## config.mk

```make
export PLATFORM = sky130hd
export DESIGN_NAME = mc_ctrl
export DESIGN_NICKNAME = d
export VERILOG_FILES = /design/src/rtl/mc_ctrl.sv
export SDC_FILE = /design/constraint.sdc
export NUM_CORES = 1
export LEC_CHECK = 0
export ABC_AREA = 0
export CAP_MARGIN = 5
export CORE_UTILIZATION = 48
export CTS_CLUSTER_DIAMETER = 150
export DETAILED_ROUTE_END_ITERATION = 6
export GPL_TIMING_DRIVEN = 1
export PLACE_DENSITY = 0.82
export SLEW_MARGIN = 30
export SYNTH_ARGS = -nofsm -noshare
export SYNTH_HDL_FRONTEND = slang
export SYNTH_SLANG_ARGS = --single-unit
```

## constraint.sdc

```tcl
create_clock -name clk -period 2.18 [get_ports clk]
set_input_delay 0.327 -clock clk [delete_from_list [all_inputs] [get_ports clk]]
set_output_delay 0.327 -clock clk [all_outputs]
set_load 0.01 [all_outputs]
```

## src/rtl/mc_ctrl.sv

```systemverilog
// Multi-cycle MIPS-subset control FSM: sequences one shared ALU, memory, PC, IR
// and register file per instruction phase, and counts retired instructions.
module mc_ctrl #(
  parameter int unsigned CNT_W = 32,
  parameter int unsigned ALU_W = 3
) (
  input  logic             clk,
  input  logic             rst_n,
  input  logic [5:0]       op,
  input  logic [5:0]       funct,
  input  logic             zero,
  input  logic             overflow,
  input  logic             mem_ready,
  output logic             pc_wr,
  output logic [1:0]       pc_src,
  output logic             ir_wr,
  output logic             mem_rd,
  output logic             mem_wr,
  output logic             reg_wr,
  output logic             reg_dst,
  output logic             mem_to_reg,
  output logic             alu_src_a,
  output logic [1:0]       alu_src_b,
  output logic             ext_op,
  output logic [ALU_W-1:0] alu_ctr,
  output logic             illegal,
  output logic             instr_done,
  output logic [CNT_W-1:0] instr_cnt,
  output logic [3:0]       state
);

  typedef enum logic [3:0] {
    S_IF  = 4'd0,  S_ID  = 4'd1,  S_EXR = 4'd2,  S_WBR = 4'd3,
    S_EXI = 4'd4,  S_WBI = 4'd5,  S_MA  = 4'd6,  S_MRD = 4'd7,
    S_WBL = 4'd8,  S_MWR = 4'd9,  S_BR  = 4'd10, S_JMP = 4'd11
  } state_t;

  localparam logic [5:0] OP_R     = 6'b000000;
  localparam logic [5:0] OP_ORI   = 6'b001101;
  localparam logic [5:0] OP_ADDIU = 6'b001001;
  localparam logic [5:0] OP_LW    = 6'b100011;
  localparam logic [5:0] OP_SW    = 6'b101011;
  localparam logic [5:0] OP_BEQ   = 6'b000100;
  localparam logic [5:0] OP_J     = 6'b000010;

  localparam logic [5:0] FN_ADDU = 6'b100001;
  localparam logic [5:0] FN_ADD  = 6'b100000;
  localparam logic [5:0] FN_SUBU = 6'b100011;
  localparam logic [5:0] FN_SUB  = 6'b100010;
  localparam logic [5:0] FN_SLT  = 6'b101010;
  localparam logic [5:0] FN_OR   = 6'b100101;

  localparam logic [ALU_W-1:0] ALU_ADDU = ALU_W'(3'b000);
  localparam logic [ALU_W-1:0] ALU_ADD  = ALU_W'(3'b001);
  localparam logic [ALU_W-1:0] ALU_SUB  = ALU_W'(3'b101);
  localparam logic [ALU_W-1:0] ALU_SLT  = ALU_W'(3'b111);
  localparam logic [ALU_W-1:0] ALU_OR   = ALU_W'(3'b010);

  state_t           state_q, state_nx;
  logic [5:0]       op_q, funct_q;
  logic             ovf_q;
  logic [CNT_W-1:0] cnt_q;

  logic             pc_wr_c, ir_wr_c, mem_rd_c, mem_wr_c, reg_wr_c;
  logic             reg_dst_c, mem_to_reg_c, alu_src_a_c, ext_op_c;
  logic             illegal_c, instr_done_c;
  logic [1:0]       pc_src_c, alu_src_b_c;
  logic [ALU_W-1:0] alu_ctr_c;

  function automatic logic is_rfunct(input logic [5:0] f);
    return (f == FN_ADDU) || (f == FN_ADD) || (f == FN_SUBU) ||
           (f == FN_SUB)  || (f == FN_SLT) || (f == FN_OR);
  endfunction

  function automatic logic [ALU_W-1:0] rfunct_alu(input logic [5:0] f);
    case (f)
      FN_ADD:          return ALU_ADD;
      FN_SUBU, FN_SUB: return ALU_SUB;
      FN_SLT:          return ALU_SLT;
      FN_OR:           return ALU_OR;
      default:         return ALU_ADDU;
    endcase
  endfunction

  // State register plus the IR-field and overflow captures used by later phases
  always_ff @(posedge clk or negedge rst_n) begin
    if (!rst_n) begin
      state_q <= S_IF;
      op_q    <= '0;
      funct_q <= '0;
      ovf_q   <= 1'b0;
      cnt_q   <= '0;
    end else begin
      state_q <= state_nx;
      if (state_q == S_ID) begin
        op_q    <= op;
        funct_q <= funct;
      end
      if (state_q == S_EXR) ovf_q <= overflow;
      if (instr_done_c && !illegal_c) cnt_q <= cnt_q + CNT_W'(1);
    end
  end

  // Next-state and per-phase control decode
  always_comb begin
    state_nx     = S_IF;
    pc_wr_c      = 1'b0;
    pc_src_c     = 2'b00;
    ir_wr_c      = 1'b0;
    mem_rd_c     = 1'b0;
    mem_wr_c     = 1'b0;
    reg_wr_c     = 1'b0;
    reg_dst_c    = 1'b0;
    mem_to_reg_c = 1'b0;
    alu_src_a_c  = 1'b0;
    alu_src_b_c  = 2'b00;
    ext_op_c     = 1'b0;
    alu_ctr_c    = ALU_ADDU;
    illegal_c    = 1'b0;
    instr_done_c = 1'b0;
    case (state_q)
      S_IF: begin
        mem_rd_c    = 1'b1;
        alu_src_b_c = 2'b01;
        ir_wr_c     = mem_ready;
        pc_wr_c     = mem_ready;
        state_nx    = mem_ready ? S_ID : S_IF;
      end
      S_ID: begin
        // ALU forms the branch target speculatively while decoding
        alu_src_b_c = 2'b11;
        ext_op_c    = 1'b1;
        if (op == OP_R && is_rfunct(funct))         state_nx = S_EXR;
        else if (op == OP_ORI || op == OP_ADDIU)    state_nx = S_EXI;
        else if (op == OP_LW || op == OP_SW)        state_nx = S_MA;
        else if (op == OP_BEQ)                      state_nx = S_BR;
        else if (op == OP_J)                        state_nx = S_JMP;
        else begin
          illegal_c    = 1'b1;
          instr_done_c = 1'b1;
        end
      end
      S_EXR: begin
        alu_src_a_c = 1'b1;
        alu_ctr_c   = rfunct_alu(funct_q);
        state_nx    = S_WBR;
      end
      S_WBR: begin
        reg_dst_c    = 1'b1;
        alu_ctr_c    = rfunct_alu(funct_q);
        reg_wr_c     = !(ovf_q && (funct_q == FN_ADD || funct_q == FN_SUB));
        instr_done_c = 1'b1;
      end
      S_EXI: begin
        alu_src_a_c = 1'b1;
        alu_src_b_c = 2'b10;
        ext_op_c    = (op_q != OP_ORI);
        alu_ctr_c   = (op_q == OP_ORI) ? ALU_OR : ALU_ADDU;
        state_nx    = S_WBI;
      end
      S_WBI: begin
        reg_wr_c     = 1'b1;
        instr_done_c = 1'b1;
      end
      S_MA: begin
        alu_src_a_c = 1'b1;
        alu_src_b_c = 2'b10;
        ext_op_c    = 1'b1;
        state_nx    = (op_q == OP_LW) ? S_MRD : S_MWR;
      end
      S_MRD: begin
        mem_rd_c = 1'b1;
        state_nx = mem_ready ? S_WBL : S_MRD;
      end
      S_WBL: begin
        reg_wr_c     = 1'b1;
        mem_to_reg_c = 1'b1;
        instr_done_c = 1'b1;
      end
      S_MWR: begin
        mem_wr_c     = 1'b1;
        instr_done_c = mem_ready;
        state_nx     = mem_ready ? S_IF : S_MWR;
      end
      S_BR: begin
        alu_src_a_c  = 1'b1;
        alu_ctr_c    = ALU_SUB;
        pc_src_c     = 2'b01;
        pc_wr_c      = zero;
        instr_done_c = 1'b1;
      end
      S_JMP: begin
        pc_wr_c      = 1'b1;
        pc_src_c     = 2'b10;
        instr_done_c = 1'b1;
      end
      default: state_nx = S_IF;
    endcase
  end

  // Reset asserted silences every control output immediately
  assign pc_wr      = rst_n & pc_wr_c;
  assign pc_src     = rst_n ? pc_src_c : 2'b00;
  assign ir_wr      = rst_n & ir_wr_c;
  assign mem_rd     = rst_n & mem_rd_c;
  assign mem_wr     = rst_n & mem_wr_c;
  assign reg_wr     = rst_n & reg_wr_c;
  assign reg_dst    = rst_n & reg_dst_c;
  assign mem_to_reg = rst_n & mem_to_reg_c;
  assign alu_src_a  = rst_n & alu_src_a_c;
  assign alu_src_b  = rst_n ? alu_src_b_c : 2'b00;
  assign ext_op     = rst_n & ext_op_c;
  assign alu_ctr    = rst_n ? alu_ctr_c : '0;
  assign illegal    = rst_n & illegal_c;
  assign instr_done = rst_n & instr_done_c;
  assign instr_cnt  = cnt_q;
  assign state      = state_q;

endmodule
```

==> summary.txt, run 1 <==
Timing
  • Fmax achieved: 417 MHz
  • Setup Skew: around 0.0057 ns
  • Slew HR: about half
  • Final-layout worst hold slack: 0.189 ns
  • Worst-case setup margin in the final layout: -0.220 ns
  • Hold Violations, Final: 0
  • Final Cycle Share: 110%
  • Number of pins with negative max-slew slack in the final report: 0
  • Worst Max-Slew Pin Slew: 0.745 ns
  • Setup violation total in the final timing report: 1
  • Shortest clock period the worst path allows after layout: 2.40 ns
  • Unrepaired setup endpoints after global routing: yes

Floorplan
  • Number of placed I/O pins: 71
  • Placement row count: 26
  • Die Outline Area: 5780 sq um
  • Core ar.: 5200 sq um
  • Initial core utilization: approximately 50%
  • DIE HEIGHT: 76.1 microns
  • Die Wd: 76.1 microns

Layout
  • Number of antenna diodes: 0
  • Proportion of layout cells with a drive suffix above 1: 31.1%
  • Fill cell total of the finished layout: 330
  • Area grow syn2layout: 53.6%
  • Most common cell after layout, fill and taps aside: buf_4
  • Final design instance area without fill: 4040 sq um
  • Layout Cells excl Fill: 459
  • Most frequent cells in the layout: buf_4, dfrtp_1, clkdlybuf4s50_1, xnor2_1, nand2_1
  • Final cell utilization of the core: 77.7%
  • Final net count: 407

Logic synthesis
  • Cell taking the most area after synthesis: dfrtp_1
  • Yosys warning count: 0
  • Nets in the synthesized netlist: 279
  • Post-Syn Instances: 261
  • Predominant post-synthesis flop cell: dfrtp_1
  • Sequential-to-total area share from yosys stat: 46.6%
  • Asr flop ratio synth: 100%
  • Largest cells by area after synthesis: dfrtp_1, xnor2_1, mux2_2, nand2_1, nand3_1
  • Area fraction of the dominant cell type after synthesis: 46.6%
  • Post-synth design cell area: 2630 sq um
  • Number of distinct library cells after synthesis: 45
  • Number of synthesized register bits: ~50
  • Average size of a mapped cell: 10.1 sq um
  • Count of flip-flops with a built-in enable after synthesis: 0

Drt
  • Remaining antenna violation count: 0
  • Number of vias after detailed routing: 2,753
  • Mean routed wirelength per cell: 18.2 microns
  • Initial drt markers: 178
  • Routed Wire Length: around 8300 microns
  • First-pass iteration count of the detailed router: 5
  • Average vias per placed instance: 6.00
  • DRC violation count after routing: 0

Worst setup path
  • Required time of the critical path: 1.85 ns
  • Max stage delay cell, worst path: or4_4
  • Endpoint class of the critical path: output pin
  • Critical setup path kind: reg -> out
  • Cell-by-cell listing of the critical path: buf_4 -> nand2b_4 -> nor2_1 -> a21oi_1 -> or4_4 -> a21oi_2 -> buf_2
  • Signal arrival time at the worst endpoint: 2.07 ns
  • Worst Path Max Fanout: 3
  • Critical path launch point type: register
  • Crit path largest cell delay: 0.50 ns

Pwr
  • Total power draw: between 2000 and 3000 uW
  • Static leakage: 0.00180 uW
  • Sequential share of power: 47.1%
  • Internal Dissipation: around 1700 uW
  • Switching part of the total power: 32.6%
  • Power density over the cells: 621 nW/um^2
  • Combinational share of power: 32.4%
  • Sw power: about 820 uW
  • Worst IR drop on VDD: 0.629 mV
  • Clock share of power: 20.5%

Clock tree
  • Source-to-sink clock delay at the later pin of the worst-skew pair: roughly 0.3 ns
  • Num CTS Buffers: 5
  • Number of sinks driven by the clock tree: 49
  • Clock tree from TritonCTS: yes
  • Root cell of the clock tree: clkbuf_8
  • Clock transition at the register clock pins on the worst setup and hold paths after CTS: 0.08 ns
  • Maximum clock path buffer count: 2
  • CTS H-Tree Depth: 2

Place
  • RePlAce Congestion: between 0.9 and 1
  • # placed instances: about 430
  • Placed wire-length estimate after detailed placement: 4810 microns
  • Total of buffers placed on input and output ports: 70
  • Standard cell area after detailed placement: 3650 sq um

Global route
  • Sum of overflow across all layers after global routing: 0
  • Gr usage total: between 20% and 30%
  • Vias in the first global route: 2,558
  • Wire length of the first global-routing pass: 12,600 microns
  • Initial antenna violation count: 0
  • Pin count of the biggest net entering global routing: 47

Status
  • Failing checks: negative setup slack
  • Outcome: finished with violations

Run
  • # Max-Cap Violations: 0

Worst hold path
  • Min-delay worst type: in -> async
## final cells by class
type,instances,area (sq um),share of cell area [%]
multi-input cells,197,1480,36.6
clock inverters,1,8.76,0.217
repair buffers,130,1140,28.2
inverters,6,22.5,0.557
well taps,70,87.6,2.17
clock buffers,6,72.6,1.79
flip-flops and latches,49,1230,30.4
## worst paths after layout
| kind | from | to | slack, ns | cells past startpoint |
|---|---|---|---|---|
| max | funct_q[1] | alu_ctr[1] | -0.22 | 7 |
| min reg2reg | instr_cnt[31] | instr_cnt[31] | 0.48 | 1 |
| min | rst_n | state[2] | 0.19 | 2 |
| min in group clk | op[0] | op_q[0] | 0.40 | 3 |
| max in group asynchronous | rst_n | state[1] | 1.43 | 3 |
| max reg2reg | state[1] | state[2] | 0.06 | 7 |
## what timing repair did
action                                  in CTS  in global routing
hold buffers                                 1                  0
hold endpoints to repair                     3                  0
endpoints found under the setup margin      17                 11
pin swaps                                    8                  6
setup buffers                               19                  4
gates resized for setup                     58                 32
## state kept, by name, summed over array words and instances (netlist names)
signal,cells
instr_cnt,32
funct_q,6
op_q,6
state,4
ovf_q,1
## per-layer routing
metal | track usage, % | up-vias | wire length, microns
li1 | - | 1201 | -
met1 | 33.0 | 1362 | 3250
met2 | 47.0 | 142 | 4150
met3 | 5.39 | 48 | 508
met4 | 15.0 | 0 | 424
met5 | 0 | - | 0
## kinds of logic (layout without fill, tap and decap cells)
group                    count (synthesis)  count (layout)  share of synthesized area (%)
adder cells (fa/ha/maj)                  1               1                          0.475
flip-flops                              49              49                           46.6
XOR/XNOR                                32              32                           10.6
AO/OA/AOI/OAI                           42              42                           12.4
multiplexers                            14              14                           5.99
AND/OR/NAND/NOR                        108             108                           21.5
buffers and inverters                   15             143                           2.47
## power by group through the flow
stage          Combinational (uW)  Sequential, uW  Clock [uW]
6_report                      813            1180         514
5_1_grt                       866            1200         558
4_1_cts                       749            1170         522
3_5_place_dp                  641            1170           0
3_3_place_gp                  626            1160           0
2_1_floorplan                 310            1170           0
## synthesized netlist by cell type (2+ instances only)
cell / n
o21ai_0: 6
o211a_1: 2
a21o_1: 2
nor3_1: 9
nand3_1: 18
buf_2: 4
dfrtp_1: 49
nor2_1: 13
a211oi_2: 2
and2_1: 3
nand2b_1: 6
xnor2_1: 27
and4_1: 4
inv_1: 6
nor4_1: 4
nand2_1: 27
clkbuf_1: 3
or4_1: 2
a211oi_1: 2
a22oi_1: 3
a2111oi_0: 2
mux2_2: 14
and3_1: 8
nor2b_1: 2
xor2_1: 5
nand4_1: 9
a21oi_1: 10
o211ai_1: 2
## critical path, delay by kind of cell, from the launching register on
| kind | cells | cell delay (ns) |
|---|---|---|
| and+or+nand+nor | 3 | 0.79 |
| DFF | 1 | 0.42 |
| AOI/OAI and AO/OA | 2 | 0.28 |
| buffers and inverters | 2 | 0.28 |
## per-stage QoR
| step | worst slack, ns | setup TNS [ns] |
|---|---|---|
| 2_1_floorplan | 0.341 | 0 |
| 3_3_place_gp | -0.488 | -1.01 |
| 3_5_place_dp | -0.518 | -1.22 |
| 4_1_cts | -0.123 | -0.168 |
| 5_1_grt | -0.298 | -0.340 |
| 6_report | -0.220 | -0.220 |
No activity file was read; power rests on OpenSTA's default activity.
==> run 2, diff against run 1 <==
CELL_PAD_IN_SITES_DETAIL_PLACEMENT = 2   (was not set)
CELL_PAD_IN_SITES_GLOBAL_PLACEMENT = 2   (was not set)
CORE_UTILIZATION = 29   (was 48)
PLACE_DENSITY = 0.81   (was 0.82)
==> summary.txt, run 2 (synthesized netlist as in run 1, its figures left out) <==
Status
  • Outcome: finished with violations
  • Failing checks: negative setup slack

Floorplan
  • Number of placed I/O pins: 71
  • DIE HEIGHT: slightly below 100 microns
  • Placement row count: 34
  • Die Outline Area: 9460 sq um
  • Die Wd: 97.3 microns
  • Initial core utilization: 30.0%
  • Core ar.: 8760 sq um

Global route
  • Gr usage total: 22.8%
  • Pin count of the biggest net entering global routing: 38
  • Wire length of the first global-routing pass: 16,800 microns
  • Initial antenna violation count: 0
  • Sum of overflow across all layers after global routing: 0
  • Vias in the first global route: 2,968

Layout
  • Most common cell after layout, fill and taps aside: buf_4
  • Number of antenna diodes: 0
  • Fill cell total of the finished layout: roughly 950
  • Multi-input gate area: 1520 sq um
  • Proportion of layout cells with a drive suffix above 1: 33.5%
  • Area grow syn2layout: 56.7%
  • Most frequent cells in the layout: buf_4, clkdlybuf4s50_1, dfrtp_1, nand2_1, xnor2_1
  • Final net count: 408
  • Total area of sequential cells: about 1200 sq um
  • Final cell utilization of the core: between 40 and 50%
  • Number of flip-flops under the largest register name: 32

Clock tree
  • Num CTS Buffers: 5
  • Root cell of the clock tree: clkbuf_8
  • CTS H-Tree Depth: 2
  • Maximum clock path buffer count: 2
  • Source-to-sink clock delay at the later pin of the worst-skew pair: 0.32 ns
  • Clock tree from TritonCTS: yes
  • Number of sinks driven by the clock tree: 49
  • Clock transition at the register clock pins on the worst setup and hold paths after CTS: 0.10 ns

Timing
  • Setup TNS: -0.0766 ns
  • Hold Violations, Final: 0
  • Shortest clock period the worst path allows after layout: 2.23 ns
  • Final-layout worst hold slack: around 0.36 ns
  • Fmax achieved: between 400 and 500 MHz
  • Worst Max-Slew Pin Slew: 0.847 ns
  • Final Cycle Share: 102%
  • Setup violation total in the final timing report: 2
  • Slew HR: 43.0%
  • Unrepaired setup endpoints after global routing: yes
  • Number of pins with negative max-slew slack in the final report: 0
  • Worst-case setup margin in the final layout: -0.0507 ns
  • Setup Skew: 0.0165 ns

Drt
  • DRC violation count after routing: 0
  • First-pass iteration count of the detailed router: 4
  • Routed Wire Length: 10,900 microns
  • Average vias per placed instance: about 5.3
  • Number of vias after detailed routing: 2,660
  • Remaining antenna violation count: 0
  • Initial drt markers: 77
  • Mean routed wirelength per cell: 21.8 microns

Pwr
  • Worst IR drop on VDD: about 0.36 mV
  • Power density over the cells: 652 nW/um^2
  • Static leakage: 0.00179 uW

Place
  • Placed wire-length estimate after detailed placement: 6880 microns
  • Total of buffers placed on input and output ports: 70
  • RePlAce Congestion: about 0.83

Worst setup path
  • Worst Path Max Fanout: 3
  • Cell-by-cell listing of the critical path: clkdlybuf4s50_1 -> nand2b_1 -> a22oi_2 -> nand4_1 -> o211a_1 -> buf_6 -> and2_4 -> buf_6
  • Crit path largest cell delay: 0.47 ns
  • Endpoint class of the critical path: output pin
  • Signal arrival time at the worst endpoint: between 1.5 and 2 ns
  • Most Frequent Cell on Critical Path: buf_6
  • Critical setup path kind: in -> out
  • Required time of the critical path: between 1.5 and 2 ns
  • Max stage delay cell, worst path: clkdlybuf4s50_1
  • Critical path launch point type: input port

Run
  • # Max-Cap Violations: 0

Worst hold path
  • Min-delay worst type: in -> reg
run 2: changes by cell type in the layout (fill, tap and decap cells not counted), sizes merged:
cell | before | now
clkinv | 1 | 3
clkdlybuf4s15 | 0 | 1
clkbuf | 12 | 8
dlygate4sd2 | 10 | 9
dlygate4sd3 | 1 | 2
buf | 64 | 68
clkdlybuf4s50 | 46 | 45
run 2: critical path, delay by kind of cell:
family / cells / cell delay, ns
AO/OA/AOI/OAI: 2 / 0.36
buffers and inverters: 3 / 0.72
AND/OR/NAND/NOR: 3 / 0.50
run 2: power by group:
part | switching (uW) | internal (uW)
Clock | 336 | 229
Combinational | 432 | 488
Sequential | 161 | 1040
Total | 929 | 1760
run 2: final timing paths:
path	start	end	cells past startpoint	slack (ns)
max	funct[1]	illegal	8	-0.05
min	funct[0]	funct_q[0]	2	0.36
max reg2reg	state[3]	instr_cnt[27]	8	0.12
min reg2reg	instr_cnt[31]	instr_cnt[31]	1	0.49
max in group asynchronous	rst_n	op_q[1]	4	0.89
min in group asynchronous	rst_n	ovf_q	3	0.51
run 2: area by class of cell:
cell class / count / area share, %
inverters: 6 / 0.546
clock inverters: 3 / 0.546
multi-input cells: 197 / 36.9
flip-flops and latches: 49 / 29.9
clock buffers: 5 / 1.67
well taps: 108 / 3.28
repair buffers: 131 / 27.2
run 2: routing by layer:
metal | global-route usage, % | vias up | wire, microns
met1 | 27.5 | 1361 | 4420
met4 | 9.39 | 0 | 379
li1 | - | 1194 | -
met2 | 40.5 | 78 | 5720
met5 | 0 | - | 0
met3 | 3.45 | 27 | 350
run 2: timing repair:
action	in CTS	in global routing
hold buffers	2	0
hold endpoints to repair	6	0
buffers inserted	8	7
pin swaps	12	8
endpoints found under the setup margin	18	10
resized for setup	69	31
run 2: through the flow:
| stage | total power, uW | instance area (sq um) | setup slack, ns | instances |
|---|---|---|---|---|
| floorplan | 1480 | 2630 | 0.341 | 261 |
| detailed placement | 1880 | 3750 | -0.657 | 474 |
| global route | 2830 | 4120 | -0.125 | 499 |
| CTS | 2540 | 3990 | -0.102 | 492 |
| finish | 2690 | 4120 | -0.0507 | 499 |
| global placement | 1830 | 3750 | -0.539 | 474 |
==> run 3, diff against run 2 <==
==> constraint.sdc (replaced) <==
create_clock -name clk -period 2.18 [get_ports clk]
set_input_delay 0.436 -clock clk [delete_from_list [all_inputs] [get_ports clk]]
set_output_delay 0.436 -clock clk [all_outputs]
set_load 0.01 [all_outputs]
==> summary.txt, run 3 (synthesized netlist as in run 1, its figures left out) <==
Floorplan
  • Number of placed I/O pins: 71
  • Die Wd: 97.3 microns
  • Core ar.: just under 9000 sq um
  • Die Outline Area: 9460 sq um
  • DIE HEIGHT: between 90 and 100 microns
  • Initial core utilization: 30.0%
  • Placement row count: 34

Drt
  • Average vias per placed instance: 5.30
  • Routed Wire Length: 12,600 microns
  • DRC violation count after routing: 0
  • Remaining antenna violation count: 0
  • First-pass iteration count of the detailed router: 4
  • Initial drt markers: ~140
  • Number of vias after detailed routing: 2,747
  • Mean routed wirelength per cell: 24.3 microns

Timing
  • Final Cycle Share: 113%
  • Hold Violations, Final: 0
  • Slew HR: ~44%
  • Worst Max-Slew Pin Slew: 0.826 ns
  • Fmax achieved: 405 MHz
  • Shortest clock period the worst path allows after layout: around 2.5 ns
  • Setup TNS: -1.46 ns
  • Final-layout worst hold slack: 0.0882 ns
  • Setup Skew: 0.0308 ns
  • Number of pins with negative max-slew slack in the final report: 0
  • Setup violation total in the final timing report: 16
  • Worst-case setup margin in the final layout: -0.292 ns
  • Unrepaired setup endpoints after global routing: yes

Worst setup path
  • Required time of the critical path: roughly 1.7 ns
  • Number of buffer and inverter instances along the worst setup path: 4
  • Endpoint class of the critical path: output pin
  • Max stage delay cell, worst path: dfrtp_1
  • Critical path launch point type: register
  • Signal arrival time at the worst endpoint: 2.04 ns
  • Cell family with most CP delay: buffers and inverters
  • Most Frequent Cell on Critical Path: buf_4
  • Critical setup path kind: reg -> out
  • Cell-by-cell listing of the critical path: buf_4 -> buf_6 -> nor4_4 -> buf_4 -> a211o_1 -> o21ai_1 -> a41o_1 -> buf_2
  • Crit path largest cell delay: 0.46 ns
  • Worst Path Max Fanout: 4

Clock tree
  • Source-to-sink clock delay at the later pin of the worst-skew pair: approximately 0.34 ns
  • Num CTS Buffers: 5
  • Maximum clock path buffer count: 2
  • Hold buffer count at cts: 0
  • Clock tree from TritonCTS: yes
  • Number of sinks driven by the clock tree: 49
  • Clock transition at the register clock pins on the worst setup and hold paths after CTS: 0.13 ns
  • CTS H-Tree Depth: 2
  • Root cell of the clock tree: clkbuf_8

Pwr
  • Power density over the cells: 643 nW/um^2
  • Total power draw: 2770 uW
  • Internal Dissipation: 1770 uW
  • Sequential share of power: 43.4%
  • Switching part of the total power: 36.1%
  • Combinational share of power: 34.4%
  • Worst IR drop on VDD: 0.462 mV
  • Sw power: 1000 uW
  • Clock share of power: between 20% and 30%
  • Static leakage: 0.00187 uW

Global route
  • Gr usage total: 24.2%
  • Sum of overflow across all layers after global routing: 0
  • Vias in the first global route: 3,093
  • Pin count of the biggest net entering global routing: 43
  • Wire length of the first global-routing pass: 18,000 microns
  • Initial antenna violation count: 0

Run
  • # Max-Cap Violations: 0

Layout
  • Number of flip-flops under the largest register name: 32
  • Layout Cells excl Fill: 518
  • Area grow syn2layout: 63.6%
  • Most common cell after layout, fill and taps aside: buf_4
  • Proportion of layout cells with a drive suffix above 1: between 30% and 40%
  • Final design instance area without fill: ~4300 sq um
  • Number of antenna diodes: 0
  • Final net count: 427
  • Most frequent cells in the layout: buf_4, dfrtp_1, clkdlybuf4s50_1, xnor2_1, nand2_1

Place
  • RePlAce Congestion: between 0.8 and 0.9
  • Standard cell area after detailed placement: 3810 sq um
  • # placed instances: 482
  • Total of buffers placed on input and output ports: 70
  • Placed wire-length estimate after detailed placement: 6690 microns

Status
  • Failing checks: negative setup slack
  • Outcome: finished with violations

Worst hold path
  • Min-delay worst type: in -> async
## run 3: changes by cell type in the layout (fill, tap and decap cells not counted), sizes merged
| cell | previous run | this run |
|---|---|---|
| clkdlybuf4s15 | 1 | 0 |
| clkinvlp | 0 | 2 |
| clkinv | 3 | 1 |
| dlygate4sd2 | 9 | 8 |
| dlygate4sd3 | 2 | 0 |
| clkbuf | 8 | 11 |
| buf | 68 | 92 |
| clkdlybuf4s50 | 45 | 43 |
| dlymetal6s2s | 3 | 1 |
## run 3: power by group through the flow
stage	clock network, uW	logic, uW	registers (uW)
2_1_floorplan	0	310	1170
5_1_grt	651	1010	1220
6_report	614	953	1200
4_1_cts	590	815	1190
3_5_place_dp	0	712	1180
3_3_place_gp	0	683	1170
## run 3: final timing paths
check / depth (start not counted) / endpoint / slack [ns] / from
max: 8 / reg_wr / -0.29 / funct_q[2]
min in group clk: 1 / instr_cnt[31] / 0.49 / instr_cnt[31]
max reg2reg: 9 / instr_cnt[29] / -0.05 / state[3]
max in group asynchronous: 3 / instr_cnt[1] / 1.33 / rst_n
min: 2 / op_q[0] / 0.09 / rst_n
min reg2reg: 1 / instr_cnt[31] / 0.49 / instr_cnt[31]
## run 3: worst register-to-register path, stage by stage (launching register included)
cell and delay (ns):
dfrtp_1 0.46, buf_6 0.16, buf_6 0.13, nor3b_4 0.20
o21ai_2 0.12, buf_6 0.17, a2111oi_4 0.37, buf_4 0.23
nand3_1 0.11, xnor2_1 0.15
## run 3: layer usage
metal	track usage, %	up-vias	share of wire (%)
met1	31.0	1419	44
met3	3.38	17	2.8
met2	42.4	78	51
met5	0	-	0
met4	6.79	0	2.2
li1	-	1233	-
## run 3: final cells by class
type	instances	area, sq um
well taps	108	135
fillers	917	4460
flip-flops and latches	49	1230
repair buffers	150	1270
inverters	6	26.3
clock buffers	5	68.8
multi-input cells	197	1550
clock inverters	3	21.3
## run 3: timing repair
item,CTS,global route
buffers inserted,18,13
gates resized for setup,96,43
setup endpoints to repair,18,30
pin swaps,18,17
gates cloned,0,1
## run 3: stage by stage
stage	util [%]	worst slack, ns
floorplan	-	0.166
global route	49.2	-0.339
global placement	43.5	-0.765
detailed placement	43.5	-0.831
finish	49.2	-0.292
CTS	47.3	-0.181
